### src/rtl/mem_arbiter.sv
// Two-port arbiter sharing one synchronous-read word RAM.
// Ports: CLK/RESET, p0_*/p1_* requesters, mem_* RAM side, grant owner.
module mem_arbiter #(
   parameter int ADDR_W     = 32,
   parameter bit FIXED_PRIO = 1'b0
) (
   input  logic              CLK,
   input  logic              RESET,
   input  logic [ADDR_W-1:0] p0_addr,
   input  logic [31:0]       p0_wdata,
   input  logic [3:0]        p0_wmask,
   input  logic              p0_rstrb,
   output logic              p0_busy,
   output logic              p0_done,
   output logic [31:0]       p0_rdata,
   input  logic [ADDR_W-1:0] p1_addr,
   input  logic [31:0]       p1_wdata,
   input  logic [3:0]        p1_wmask,
   input  logic              p1_rstrb,
   output logic              p1_busy,
   output logic              p1_done,
   output logic [31:0]       p1_rdata,
   output logic [ADDR_W-1:0] mem_addr,
   output logic [31:0]       mem_wdata,
   output logic [3:0]        mem_wmask,
   output logic              mem_rstrb,
   input  logic [31:0]       mem_rdata,
   output logic              grant
);

   typedef enum logic {S_IDLE, S_RESP} state_e;

   state_e state_q, state_d;

   logic [1:0][ADDR_W-1:0] addr_q;
   logic [1:0][31:0]       wdata_q;
   logic [1:0][3:0]        wmask_q;
   logic [1:0]             wr_q;
   logic [1:0]             pend_q;
   logic [1:0]             done_q;
   logic [1:0][31:0]       rdata_q;
   logic                   grant_q;
   logic                   last_q;

   logic [1:0][ADDR_W-1:0] in_addr;
   logic [1:0][31:0]       in_wdata;
   logic [1:0][3:0]        in_wmask;
   logic [1:0]             req;
   logic                   sel;

   assign in_addr  = {p1_addr, p0_addr};
   assign in_wdata = {p1_wdata, p0_wdata};
   assign in_wmask = {p1_wmask, p0_wmask};
   assign req[0]   = p0_rstrb | (|p0_wmask);
   assign req[1]   = p1_rstrb | (|p1_wmask);

   // Outside an IDLE grant, sel follows grant_q so the RAM
   // address/data lines keep showing the granted capture.
   always_comb begin
      state_d   = state_q;
      sel       = grant_q;
      mem_wmask = 4'b0000;
      mem_rstrb = 1'b0;
      unique case (state_q)
         S_IDLE: begin
            if (|pend_q) begin
               if (&pend_q) begin
                  sel = FIXED_PRIO ? 1'b0 : ~last_q;
               end else begin
                  sel = pend_q[1];
               end
               mem_wmask = wr_q[sel] ? wmask_q[sel] : 4'b0000;
               mem_rstrb = ~wr_q[sel];
               state_d   = S_RESP;
            end
         end
         S_RESP: begin
            state_d = S_IDLE;
         end
         default: state_d = S_IDLE;
      endcase
   end

   assign mem_addr  = addr_q[sel];
   assign mem_wdata = wdata_q[sel];

   always_ff @(posedge CLK or posedge RESET) begin
      if (RESET) begin
         state_q <= S_IDLE;
         addr_q  <= '0;
         wdata_q <= '0;
         wmask_q <= '0;
         wr_q    <= '0;
         pend_q  <= '0;
         done_q  <= '0;
         rdata_q <= '0;
         grant_q <= 1'b0;
         last_q  <= 1'b1;
      end else begin
         state_q <= state_d;
         done_q  <= '0;
         for (int n = 0; n < 2; n++) begin
            if (!pend_q[n] && req[n]) begin
               addr_q[n]  <= in_addr[n];
               wdata_q[n] <= in_wdata[n];
               wmask_q[n] <= in_wmask[n];
               wr_q[n]    <= |in_wmask[n];
               pend_q[n]  <= 1'b1;
            end
         end
         if (state_q == S_IDLE && (|pend_q)) begin
            grant_q <= sel;
            last_q  <= sel;
         end
         // Completion only clears the granted port; a pending
         // request on the other port stays queued.
         if (state_q == S_RESP) begin
            if (!wr_q[grant_q]) begin
               rdata_q[grant_q] <= mem_rdata;
            end
            done_q[grant_q] <= 1'b1;
            pend_q[grant_q] <= 1'b0;
         end
      end
   end

   assign p0_busy  = pend_q[0];
   assign p1_busy  = pend_q[1];
   assign p0_done  = done_q[0];
   assign p1_done  = done_q[1];
   assign p0_rdata = rdata_q[0];
   assign p1_rdata = rdata_q[1];
   assign grant    = grant_q;

endmodule
### config.mk
export PLATFORM = sky130hd
export DESIGN_NAME = mem_arbiter
export DESIGN_NICKNAME = d
export VERILOG_FILES = /design/src/rtl/mem_arbiter.sv
export SDC_FILE = /design/constraint.sdc
export NUM_CORES = 1
export LEC_CHECK = 0
export CELL_PAD_IN_SITES_DETAIL_PLACEMENT = 0
export CELL_PAD_IN_SITES_GLOBAL_PLACEMENT = 1
export CORE_UTILIZATION = 39
export DETAILED_ROUTE_END_ITERATION = 7
export PLACE_DENSITY_LB_ADDON = 0.1
export SYNTH_ARGS = -nofsm -noshare
export SYNTH_HDL_FRONTEND = slang
export SYNTH_SLANG_ARGS = --single-unit
### constraint.sdc
create_clock -name CLK -period 16.7 [get_ports CLK]
set_input_delay 2.505 -clock CLK [delete_from_list [all_inputs] [get_ports CLK]]
set_output_delay 2.505 -clock CLK [all_outputs]
set_load 0.03 [all_outputs]
Yosys cells after proc, flatten, opt, wreduce, memory -nomap -nowiden
Index checks and enable logic that the tools add are counted.
Widths: inputs -> output; s select.
{"block": "classes", "magnitude_cmp": 4, "n_bitwise": 8, "muxes": 31, "n_reduce_logical": 11}
{"operator": "$mux 32", "count": 5}
{"operator": "$bwmux 64", "count": 1}
{"operator": "$demux 32 s1", "count": 1}
{"operator": "$mux 4", "count": 5}
{"operator": "$mux 1", "count": 15}
{"operator": "$reduce_or 4->1", "count": 2}
{"operator": "$lt 1x2->1 const B", "count": 3}
{"operator": "$logic_and 1x1->1", "count": 4}
{"operator": "$mux 2", "count": 2}
{"operator": "$not 1->1", "count": 4}
{"operator": "$reduce_and 2->1", "count": 2}
{"operator": "$and 2x2->2", "count": 1}
{"operator": "$logic_not 1->1", "count": 2}
{"operator": "$not 2->2", "count": 1}
{"operator": "$or 1x1->1", "count": 2}
{"operator": "$pmux 1 s2", "count": 1}
{"operator": "$reduce_or 2->1", "count": 1}
{"operator": "$demux 1 s1", "count": 1}
{"operator": "$ge 1x1->1 const B", "count": 1}
{"block": "totals", "regBits": 209, "in_bits": 172, "elab_cells": 69}

Longest topological paths before layout
Gate-level depths: netlist (run 1).
{"block": "depth", "depth_word": 9, "mapped_depth": 6, "mapped_depth_nobuf": 3}

Least setup slack after synthesis (run 1)
OpenSTA, ideal clock, no wires.
{"block": "synth_timing", "path_type": "reg-to-output", "from": "reg pend_q[1]", "to": "out mem_rstrb", "slack_ns": 11.544, "path_buffers": 0, "stages_incl_launch_ff": 4, "t_required_ns": 14.195, "arrival_time_ns": 2.651, "cell_sequence": "dfrtp_1 > a21boi_2 > nor2b_1 > a2111oi_0"}
{"block": "synth_via", "elab_chain_cells": 9, "word_cells_on_any_way": 10}
{"item": "from (decl)", "line": "39", "source": "logic [1:0] pend_q;"}
{"item": "from (signal assigned)", "line": "94", "source": "pend_q <= '0;"}
{"item": "from (signal, indexed assignment)", "line": "108", "source": "pend_q[n] <= 1'b1;"}
{"item": "from (signal, indexed assignment)", "line": "122", "source": "pend_q[grant_q] <= 1'b0;"}
{"item": "$reduce_and 2->1", "line": "67", "source": "if (&pend_q) begin"}
{"item": "$mux 1", "line": "67"}
{"item": "$mux 1", "line": "66", "source": "if (|pend_q) begin"}
{"item": "$mux 1", "line": "64", "source": "unique case (state_q)"}
{"item": "$mux 1 (implied by the code) (2 in a row)", "line": "73", "source": "mem_rstrb = ~wr_q[sel];"}
{"item": "$not 1->1", "line": "73"}
{"item": "$mux 1 (*)", "line": "66"}
{"item": "$mux 1 (*)", "line": "64"}
{"item": "to (decl)", "line": "26", "source": "output logic mem_rstrb,"}
Mark *: on every way between the ends. The rest lies on a longest branch, timed or not. The select of a mux whose other input is x is not followed.

Worst setup path in the final report (run 1)
{"block": "layout_timing", "from": "reg pend_q[0]", "to": "out mem_addr[12]"}
{"block": "layout_via", "elab_chain_cells": 8, "word_cells_on_any_way": 9}
{"item": "$reduce_and 2->1", "line": "67"}
{"item": "$mux 1", "line": "67"}
{"item": "$mux 1", "line": "66"}
{"item": "$mux 1", "line": "64"}
{"item": "$mux 1 (*)", "line": "66"}
{"item": "$mux 1 (*)", "line": "64"}
{"item": "$mux 32 (implied by the code) (*) (2 in a row)", "line": "84", "source": "assign mem_addr = addr_q[sel];"}
{"item": "to (decl)", "line": "23", "source": "output logic [ADDR_W-1:0] mem_addr,"}
Marked as above.

==> flow_summary.yaml, run 1 <==
run_status:
  run_status: "finished with violations"
  failing_checks: "design-rule violations"
die:
  die_area_sq_um: 23150
  rows: 54
  core_area_sq_um: 21960
  die_width_microns: 152.1
  start_util: 0.4003
  design.portCount: 310
  die-height_microns: 152.1
timing:
  final-max-slew-violation-count: 0
  max-slew-margin-rel: 0.2160
  finalCritPeriodShare: 0.3773
  worst_clock_skew_ns: 0.008963
  finalSetupViolCount: 0
  final.setup.worst_slack_ns: 10.40
  fmax_mhz: 158.7
  layout_min_cycle_time_ns: 6.301
  totalNegativeSetupSlack_ns: 0
  hold_slack_ns: 0.4865
  report.final.hold_viol_count: 0
  setup_repair_after_global_routing_missed_its_margin: "no"
  timing_worst_slew_pin_value_ns: 1.173
synthesis:
  synth_fp_nets: 724
  synth-seq-cells: 209
  post_synth_instance_area_sq_um: 8791
  ranking_of_synthesized_cells_by_area: "sky130_fd_sc_hd__dfrtp_1 (59%), sky130_fd_sc_hd__mux2_2 (28%), sky130_fd_sc_hd__mux2_4 (3.4%)"
  ys_seq_area_frac: 0.5951
  synthDistinctLibCells: 27
  synth_cells: 552
  synth.top_cell.area_share: 0.5921
  yosys_top_cell_by_area: "sky130_fd_sc_hd__dfrtp_1"
  syn_avg_cell_area_sq_um: 15.93
  ys_warn_count: 0
routing:
  postRouteWirelength_mm: 22.27
  drt_iter0_drc: 223
  ant_nets: 0
  drt_first_pass_iters: 7
  vias_per_cell: 4.936
  remaining_drc_errors: 36
  detail_route.wl_per_cell_microns: 19.20
  via_count: 5726
power:
  p_per_area_nw_per_um2: 251.1
  power_leakage_nw: 5.298
  vdd.ir_drop.worst_v: 0.0001534
worst_setup_path:
  crit_path_max_incr_delay_ns: 0.96
  start_kind: "flop"
  rr_startpoint: "pend_q[1]"
  cp_cell_sequence: "nand2_1 -> a32oi_4 -> buf_4 -> mux2_2 -> clkdlybuf4s50_1"
  end_kind: "output port"
  worst_setup_path_startpoint: "pend_q[0]"
  timing.setup.critical_path_class: "reg2out"
  timing.critical_path.buf_inv: 2
  cp_max_fo: 39
  crit_required_ns: 14.20
  arrival_ns: 3.80
  cell_family_with_the_largest_share_of_critical_path_delay: "buffers and inverters"
  worst_path_max_delay_cell: "sky130_fd_sc_hd__a32oi_4"
place:
  place.port_buffers: 309
  global_placer_s_final_weighted_congestion: 0.7916
  cell_area_placed_sq_um: 12110
  place_ws_ns: 10.86
  dp.final_hpwl_mm: 15.85
grt:
  first_pass_grt_wire_length_mm: 35.55
  gr-total-overflow: 0
  grt_pass1_vias: 6316
  grt_start_max_net_pins: 136
  groute.usage.overall: 0.1944
  antenna_found_initial: 3
cts:
  worst_skew_pair.late_latency_ns: 0.49
  cts_hold_repair.buffers: 0
  postCtsSetupBuffers: 0
  cts_tree: "built"
  cts_root_buf: "sky130_fd_sc_hd__clkbuf_16"
  cts.repair.resized: 0
  cts_buffer_depth: 3
  cts.htree.levels: 1
  clock_transition_at_the_registers_of_the_reported_paths_ns: 0.06
  cts-buffers-inserted: 23
  clkSinkCount: 209
min_path:
  min-delay-start: "wdata_q[0]"
  min_delay_path_class: "reg2reg"
cells_and_area:
  area_of_the_multi_input_gates_sq_um: 3323
  area.sequential_sq_um: 5231
  layout.cells.most_common: "sky130_fd_sc_hd__clkdlybuf4s50_1"
  finalInstanceArea_sq_um: 12880
  ratio_of_cells_with_drive_above_1_in_the_final_layout: 0.3341
  layout_common_cells: "sky130_fd_sc_hd__clkdlybuf4s50_1 (309), sky130_fd_sc_hd__mux2_2 (222), sky130_fd_sc_hd__dfrtp_1 (208), sky130_fd_sc_hd__clkbuf_16 (23), sky130_fd_sc_hd__mux2_4 (20)"
  finalNetCount: 1035
  areaGrowthSynthToFinish_pct: 46.51
  final.fill_count: 1701
job:
  maxCapViolations: 0
## cell families after synthesis
| group | count (synthesis) | share of synthesized area |
|---|---|---|
| and+or+nand+nor | 17 | 0.01395 |
| DFF | 209 | 0.5951 |
| muxes | 260 | 0.3410 |
| buffers and inverters | 45 | 0.03145 |
| AOI/OAI and AO/OA | 21 | 0.01850 |
## routing by layer
metal	global-route usage	share of wire
met2	0.3329	0.50
met4	0.06608	0.029
met3	0.04750	0.071
met1	0.2401	0.40
met5	0	0
## flip-flops by register name (all words and copies together), names as in the netlist
signal / cells
done_q: 2
state_q: 1
wmask_q: 8
grant: 1
addr_q: 64
wdata_q: 64
last_q: 1
p0_rdata: 32
pend_q: 2
wr_q: 2
p1_rdata: 32
## final timing paths
check | depth (start not counted) | slack, ns | endpoint
max | 5 | 10.40 | mem_addr[12]
min | 1 | 0.49 | wdata_q[0]
max reg2reg | 3 | 14.04 | addr_q[39]
min reg2reg | 1 | 0.49 | wdata_q[0]
max in group asynchronous | 3 | 12.53 | wdata_q[2]
min in group asynchronous | 2 | 2.59 | wdata_q[40]
## area by class of cell
type                    instances  area share
diodes                          3   0.0005829
clock buffers                  29     0.04721
clock inverters                10     0.01166
inverters                      15    0.004954
multi-input cells             298      0.2580
flip-flops and latches        209      0.4062
well taps                     280     0.02720
repair buffers                316      0.2442
## power breakdown
group	switching [W]	internal [W]
Sequential	0.000153	0.000771
Combinational	0.000914	0.000883
Clock	0.000195	0.000318
Total	0.00126	0.00197
## metrics by stage
stage	cells	power [W]	util
5_1_grt	1160	0.003395	0.5866
3_3_place_gp	1118	0.002702	0.5517
2_1_floorplan	552	0.002079	-
3_5_place_dp	1118	0.002741	0.5517
4_1_cts	1157	0.003271	0.5862
6_report	1160	0.003234	0.5866
## Yosys cell counts
library cell / number
sky130_fd_sc_hd__nor4_4: 2
sky130_fd_sc_hd__mux2i_1: 4
sky130_fd_sc_hd__nor3_1: 4
sky130_fd_sc_hd__dfstp_2: 1
sky130_fd_sc_hd__nand2_1: 2
sky130_fd_sc_hd__o21ai_0: 5
sky130_fd_sc_hd__buf_6: 11
sky130_fd_sc_hd__inv_2: 1
sky130_fd_sc_hd__clkbuf_1: 1
sky130_fd_sc_hd__inv_1: 14
sky130_fd_sc_hd__mux2_1: 14
sky130_fd_sc_hd__o2bb2ai_1: 8
sky130_fd_sc_hd__a2111oi_0: 1
sky130_fd_sc_hd__a31oi_1: 2
sky130_fd_sc_hd__a21oi_2: 2
sky130_fd_sc_hd__nand2b_1: 3
sky130_fd_sc_hd__buf_2: 17
sky130_fd_sc_hd__nor3_2: 1
sky130_fd_sc_hd__a21boi_2: 1
sky130_fd_sc_hd__a32oi_1: 2
sky130_fd_sc_hd__dfrtp_1: 208
sky130_fd_sc_hd__buf_4: 1
sky130_fd_sc_hd__mux2_2: 222
sky130_fd_sc_hd__nor2_1: 3
sky130_fd_sc_hd__nor2b_1: 1
sky130_fd_sc_hd__mux2_4: 20
sky130_fd_sc_hd__and2_1: 1
Note: power is estimated with default switching activity, not from simulation.
==> inputs of run 2 (changes only) <==
CORE_UTILIZATION = 36   (was 39)
clock period = 5.8 ns   (was 16.7 ns; I/O delays follow)
==> run 2 against run 1 <==
Against the previous run: the run now ends clean; core utilization down 3.8 points; wire length up 0.89%; hold slack worse by 0.0058 ns; clock skew up 0.0017 ns; clock power rose to 2.9 times the previous value; sequential cell count unchanged; worst setup slack worse by 8.4 ns; die area up 8.2%; power rose to 2.9 times the previous value; non-clock buffer count up 3; sequential share of layout area down 0.38 points; cell count up 3.6%; largest power group unchanged.
==> flow_summary.yaml, run 2 (synthesis gave the netlist of run 1 again) <==
die:
  die-height_microns: 158.3
  design.portCount: 310
  core_area_sq_um: 23680
  die_width_microns: 158.3
  die_area_sq_um: 25050
  start_util: 0.3712
  rows: 56
cts:
  cts_root_buf: "sky130_fd_sc_hd__clkbuf_16"
  cts.repair.resized: 0
  worst_skew_pair.late_latency_ns: 0.50
  clkSinkCount: 209
  cts-buffers-inserted: 24
  postCtsSetupBuffers: 0
  cts_tree: "built"
  cts_buffer_depth: 3
  cts.htree.levels: 1
  clock_transition_at_the_registers_of_the_reported_paths_ns: 0.06
  cts_hold_repair.buffers: 0
cells_and_area:
  layout_common_cells: "sky130_fd_sc_hd__clkdlybuf4s50_1 (309), sky130_fd_sc_hd__mux2_2 (222), sky130_fd_sc_hd__dfrtp_1 (208), sky130_fd_sc_hd__clkbuf_16 (25), sky130_fd_sc_hd__mux2_4 (20)"
  areaGrowthSynthToFinish_pct: 47.89
  top_regs: "addr_q (64), wdata_q (64)"
  ratio_of_cells_with_drive_above_1_in_the_final_layout: 0.3405
  finalNetCount: 1039
  layout.cells.most_common: "sky130_fd_sc_hd__clkdlybuf4s50_1"
  finalNonFillerCells: 1202
  finalInstanceArea_sq_um: 13000
timing:
  worst_clock_skew_ns: 0.01064
  layout_min_cycle_time_ns: 3.831
  final.setup.worst_slack_ns: 1.969
  finalSetupViolCount: 0
  finalCritPeriodShare: 0.6606
  max-slew-margin-rel: 0.4365
  setup_repair_after_global_routing_missed_its_margin: "no"
  fmax_mhz: 261.0
  final-max-slew-violation-count: 0
  totalNegativeSetupSlack_ns: 0
  report.final.hold_viol_count: 0
  timing_worst_slew_pin_value_ns: 0.8452
worst_setup_path:
  start_kind: "flop"
  worst_path_max_delay_cell: "sky130_fd_sc_hd__clkdlybuf4s50_1"
  cp_max_fo: 39
  crit_required_ns: 4.93
  end_kind: "output port"
  crit_path_max_incr_delay_ns: 0.60
  timing.setup.critical_path_class: "reg2out"
  arrival_ns: 2.96
  cp_cell_sequence: "nand2_1 -> a32oi_4 -> buf_4 -> mux2_2 -> clkdlybuf4s50_1"
routing:
  drt_first_pass_iters: 4
  drt_iter0_drc: 154
  postRouteWirelength_mm: 22.47
  detail_route.wl_per_cell_microns: 18.69
  via_count: 5737
  ant_nets: 0
  vias_per_cell: 4.773
  remaining_drc_errors: 0
grt:
  groute.layer.met3.usage: 0.05199
  gr-total-overflow: 0
  gr-usage-met1: 0.2185
  antenna_found_initial: 2
  grt-busiest-layer: "met2"
  grt_start_max_net_pins: 157
  grt.met2_usage: 0.3076
  first_pass_grt_wire_length_mm: 34.78
  grt_pass1_vias: 6283
  groute.usage.overall: 0.1791
min_path:
  min_delay_path_class: "reg2reg"
job:
  maxCapViolations: 0
power:
  power_leakage_nw: 5.336
  power_report.internal_total_w: 0.005704
  combinationalPowerShare: 0.555
  reported_net_switching_power_w: 0.003635
  power.share.clock: 0.161
  switching_portion_of_total_power: 0.3892
  p_per_area_nw_per_um2: 718.3
  vdd.ir_drop.worst_v: 0.0003745
  portion_of_total_power_attributed_to_sequential_cells: 0.284
place:
  dp.final_hpwl_mm: 15.81
  dp_cells: 1160
  place_ws_ns: 2.470
  place.port_buffers: 309
  global_placer_s_final_weighted_congestion: 0.7455
  cell_area_placed_sq_um: 12190
run_status:
  run_status: "finished clean"
==> run 2: critical path: cells and delay by family, from the launching register on <==
| kind | cells | cell delay, ns |
|---|---|---|
| buffers and inverters | 2 | 1.08 |
| DFF | 1 | 0.55 |
| muxes | 1 | 0.41 |
| AOI/OAI and AO/OA | 1 | 0.26 |
| and+or+nand+nor | 1 | 0.15 |
==> run 2: power groups by stage <==
stage               registers [W]  clock network [W]  logic, W
floorplan                 0.00301                  0   0.00297
global placement          0.00266                  0   0.00514
detailed placement        0.00267                  0   0.00522
CTS                       0.00266            0.00155   0.00526
global route              0.00276            0.00161   0.00547
finish                    0.00265            0.00150   0.00519
==> run 2: cell type report <==
| type | instances | area [sq um] |
|---|---|---|
| timing repair buffer | 319 | 3181 |
| clock buffer | 36 | 757.0 |
| inverter | 15 | 60.06 |
| sequential | 209 | 5231 |
| tap | 319 | 399.1 |
| antenna | 2 | 5.005 |
| fill | 1980 | 10680 |
| clock inverter | 4 | 45.04 |
| multi-input combinational | 298 | 3323 |
==> run 2: worst paths after layout <==
kind                           endpoint  slack, ns  depth (start not counted)        start
min reg2reg                 wdata_q[37]       0.48                          1  wdata_q[37]
min                         wdata_q[37]       0.48                          1  wdata_q[37]
max                        mem_addr[28]       1.97                          5    pend_q[0]
min in group asynchronous    wdata_q[6]       0.97                          3        RESET
max reg2reg                  addr_q[49]       4.02                          3    pend_q[1]
max in group asynchronous    addr_q[26]       3.52                          4        RESET
==> run 2: stage by stage <==
step | hold WS, ns | power [W] | utilization
CTS | 0.4871 | 0.009463 | 0.5488
floorplan | 0.4522 | 0.005987 | -
global route | 0.5102 | 0.009835 | 0.5490
global placement | 0.4642 | 0.007802 | 0.5149
finish | 0.4806 | 0.009339 | 0.5490
detailed placement | 0.4740 | 0.007895 | 0.5149
==> run 2: routing by layer <==
metal  vias to the layer above  wire length [microns]  share of wire
met1                      2895                   9040           0.40
met4                         0                    425          0.019
met3                        26                   1803          0.080
li1                       2604                      -              -
met2                       212                  11200           0.50
met5                         -                      0              0
==> inputs of run 3 (changes only) <==
CORE_UTILIZATION = 33   (was 36)
clock period = 3.28 ns   (was 5.8 ns; I/O delays follow)
==> run 3 against run 2 <==
Against the previous run: clock power is 79% higher; sequential power is 75% higher; clock-buffer cell count is 6 higher; die area increased by 9.0%; worst setup slack got worse by 1.9 ns; cell area is 0.76% higher; wire length grew 3.4%; sequential cell count unchanged; critical path type unchanged; largest cell class unchanged; largest power group unchanged.
==> flow_summary.yaml, run 3 (synthesis gave the netlist of run 1 again) <==
cells_and_area:
  ratio_of_cells_with_drive_above_1_in_the_final_layout: 0.3439
  top_regs: "addr_q (64), wdata_q (64)"
  utilization_after_layout: 0.5027
  areaGrowthSynthToFinish_pct: 49.02
  layout.cells.most_common: "sky130_fd_sc_hd__clkdlybuf4s50_1"
  layout_common_cells: "sky130_fd_sc_hd__clkdlybuf4s50_1 (245), sky130_fd_sc_hd__mux2_2 (222), sky130_fd_sc_hd__dfrtp_1 (206), sky130_fd_sc_hd__dlygate4sd2_1 (41), sky130_fd_sc_hd__clkbuf_16 (25)"
  finalInstanceArea_sq_um: 13100
  finalNonFillerCells: 1220
  finalNetCount: 1039
timing:
  fmax_mhz: 309.2
  final-max-slew-violation-count: 0
  report.final.hold_viol_count: 0
  max-slew-margin-rel: 0.3629
  layout_min_cycle_time_ns: 3.234
  hold_slack_ns: 0.2319
  setup_repair_after_global_routing_missed_its_margin: "yes"
  timing_worst_slew_pin_value_ns: 0.9536
  worst_clock_skew_ns: 0.009286
  finalCritPeriodShare: 0.9859
  finalSetupViolCount: 0
worst_setup_path:
  arrival_ns: 2.74
  crit_required_ns: 2.79
  start_kind: "flop"
  cp_cell_sequence: "nand2_1 -> a32oi_4 -> buf_12 -> mux2_2 -> clkdlybuf4s50_1"
  timing.setup.critical_path_class: "reg2out"
  cp_max_fo: 26
  worst_path_max_delay_cell: "sky130_fd_sc_hd__clkdlybuf4s50_1"
  end_kind: "output port"
  crit_path_max_incr_delay_ns: 0.60
  worstRegToRegCells: 3
routing:
  routed-wl-met2_mm: 11.43
  highest-signal-layer: "met4"
  via_count: 5713
  detail_route.wl_per_cell_microns: 19.03
  vias_per_cell: 4.683
  met3WireLength_mm: 1.836
  drt_iter0_drc: 280
  ant_nets: 0
  met1Wirelength_mm: 9.432
  drt_first_pass_iters: 4
  postRouteWirelength_mm: 23.22
  remaining_drc_errors: 0
place:
  global_placer_s_final_weighted_congestion: 0.7636
  dp.final_hpwl_mm: 16.52
  place.port_buffers: 309
  dp_cells: 1176
  cell_area_placed_sq_um: 12260
cts:
  cts_buffer_depth: 3
  cts_root_buf: "sky130_fd_sc_hd__clkbuf_16"
  cts_hold_repair.buffers: 0
  cts.htree.levels: 1
  clock_transition_at_the_registers_of_the_reported_paths_ns: 0.06
  worst_skew_pair.late_latency_ns: 0.51
  cts_tree: "built"
  clkSinkCount: 209
  cts-buffers-inserted: 24
grt:
  first_pass_grt_wire_length_mm: 35.34
  groute.usage.overall: 0.1682
  grt_pass1_vias: 6188
  grt_start_max_net_pins: 152
  antenna_found_initial: 0
  gr-total-overflow: 0
die:
  core_area_sq_um: 26060
  rows: 59
  die-height_microns: 165.2
  design.portCount: 310
  start_util: 0.3374
  die_area_sq_um: 27300
  die_width_microns: 165.2
min_path:
  min_delay_path_class: "in2async"
power:
  p_per_area_nw_per_um2: 1242
  power_leakage_nw: 5.627
  total_power_w: 0.01628
  vdd.ir_drop.worst_v: 0.0007076
run_status:
  run_status: "finished clean"
job:
  maxCapViolations: 0
==> run 3: changes by cell type in the layout (fill, tap and decap cells not counted), moves of 2 or more <==
cell                              previous run  this run
sky130_fd_sc_hd__dfrtp_1                   208       206
sky130_fd_sc_hd__buf_12                      1         6
sky130_fd_sc_hd__dlymetal6s2s_1              0        21
sky130_fd_sc_hd__buf_4                       9         6
sky130_fd_sc_hd__clkbuf_1                    2         5
sky130_fd_sc_hd__clkinv_2                    3         1
sky130_fd_sc_hd__dfrtp_2                     0         2
sky130_fd_sc_hd__clkdlybuf4s50_1           309       245
sky130_fd_sc_hd__clkbuf_8                    9        12
sky130_fd_sc_hd__dlygate4sd2_1               0        41
==> run 3: final timing paths <==
kind | startpoint | end | slack, ns
max | last_q | mem_wdata[11] | 0.05
min | RESET | wdata_q[7] | 0.23
max reg2reg | pend_q[0] | addr_q[13] | 0.97
min reg2reg | wdata_q[32] | wdata_q[32] | 0.48
max in group asynchronous | RESET | wdata_q[61] | 1.95
min in group CLK | wdata_q[32] | wdata_q[32] | 0.48
==> run 3: per-layer routing <==
layer | GRT usage | vias up
li1 | - | 2603
met1 | 0.2125 | 2882
met2 | 0.2784 | 194
met4 | 0.04712 | 0
met5 | 0 | -
met3 | 0.04945 | 34
==> run 3: power by group <==
part | total, W | internal (W) | switching (W)
sequential | 0.00465 | 0.00393 | 0.000724
combinational | 0.00894 | 0.00420 | 0.00474
clock | 0.00268 | 0.00166 | 0.00103
==> run 3: critical path: cells and delay by family (launching register included) <==
family / cells / cell delay [ns]
AOI/OAI and AO/OA: 1 / 0.33
buffers and inverters: 2 / 0.85
DFF: 1 / 0.58
muxes: 1 / 0.36
and+or+nand+nor: 1 / 0.10
==> run 3: area by class of cell <==
class                           instances  area [sq um]
Fill cell                            2262         12960
Sequential cell                       209          5234
Multi-Input combinational cell        298          3331
Timing Repair Buffer                  319          3239
Clock buffer                           42         809.5
Tap cell                              335         419.2
Inverter                               15         60.06
Clock inverter                          1         5.005
Antenna cell                            1         2.502
==> run 3: metrics by stage <==
stage               setup TNS (ns)  worst slack, ns
floorplan                        0          0.07460
global placement                 0           0.3088
detailed placement               0           0.2573
CTS                       -0.04891         -0.02035
global route              -0.08553         -0.04715
finish                           0          0.04611
==> run 3: repair_timing <==
action | CTS | global route
setup buffers | 0 | 0
endpoints found under the hold margin | 0 | 0
resized for setup | 44 | 24
endpoints found under the setup margin | 65 | 26
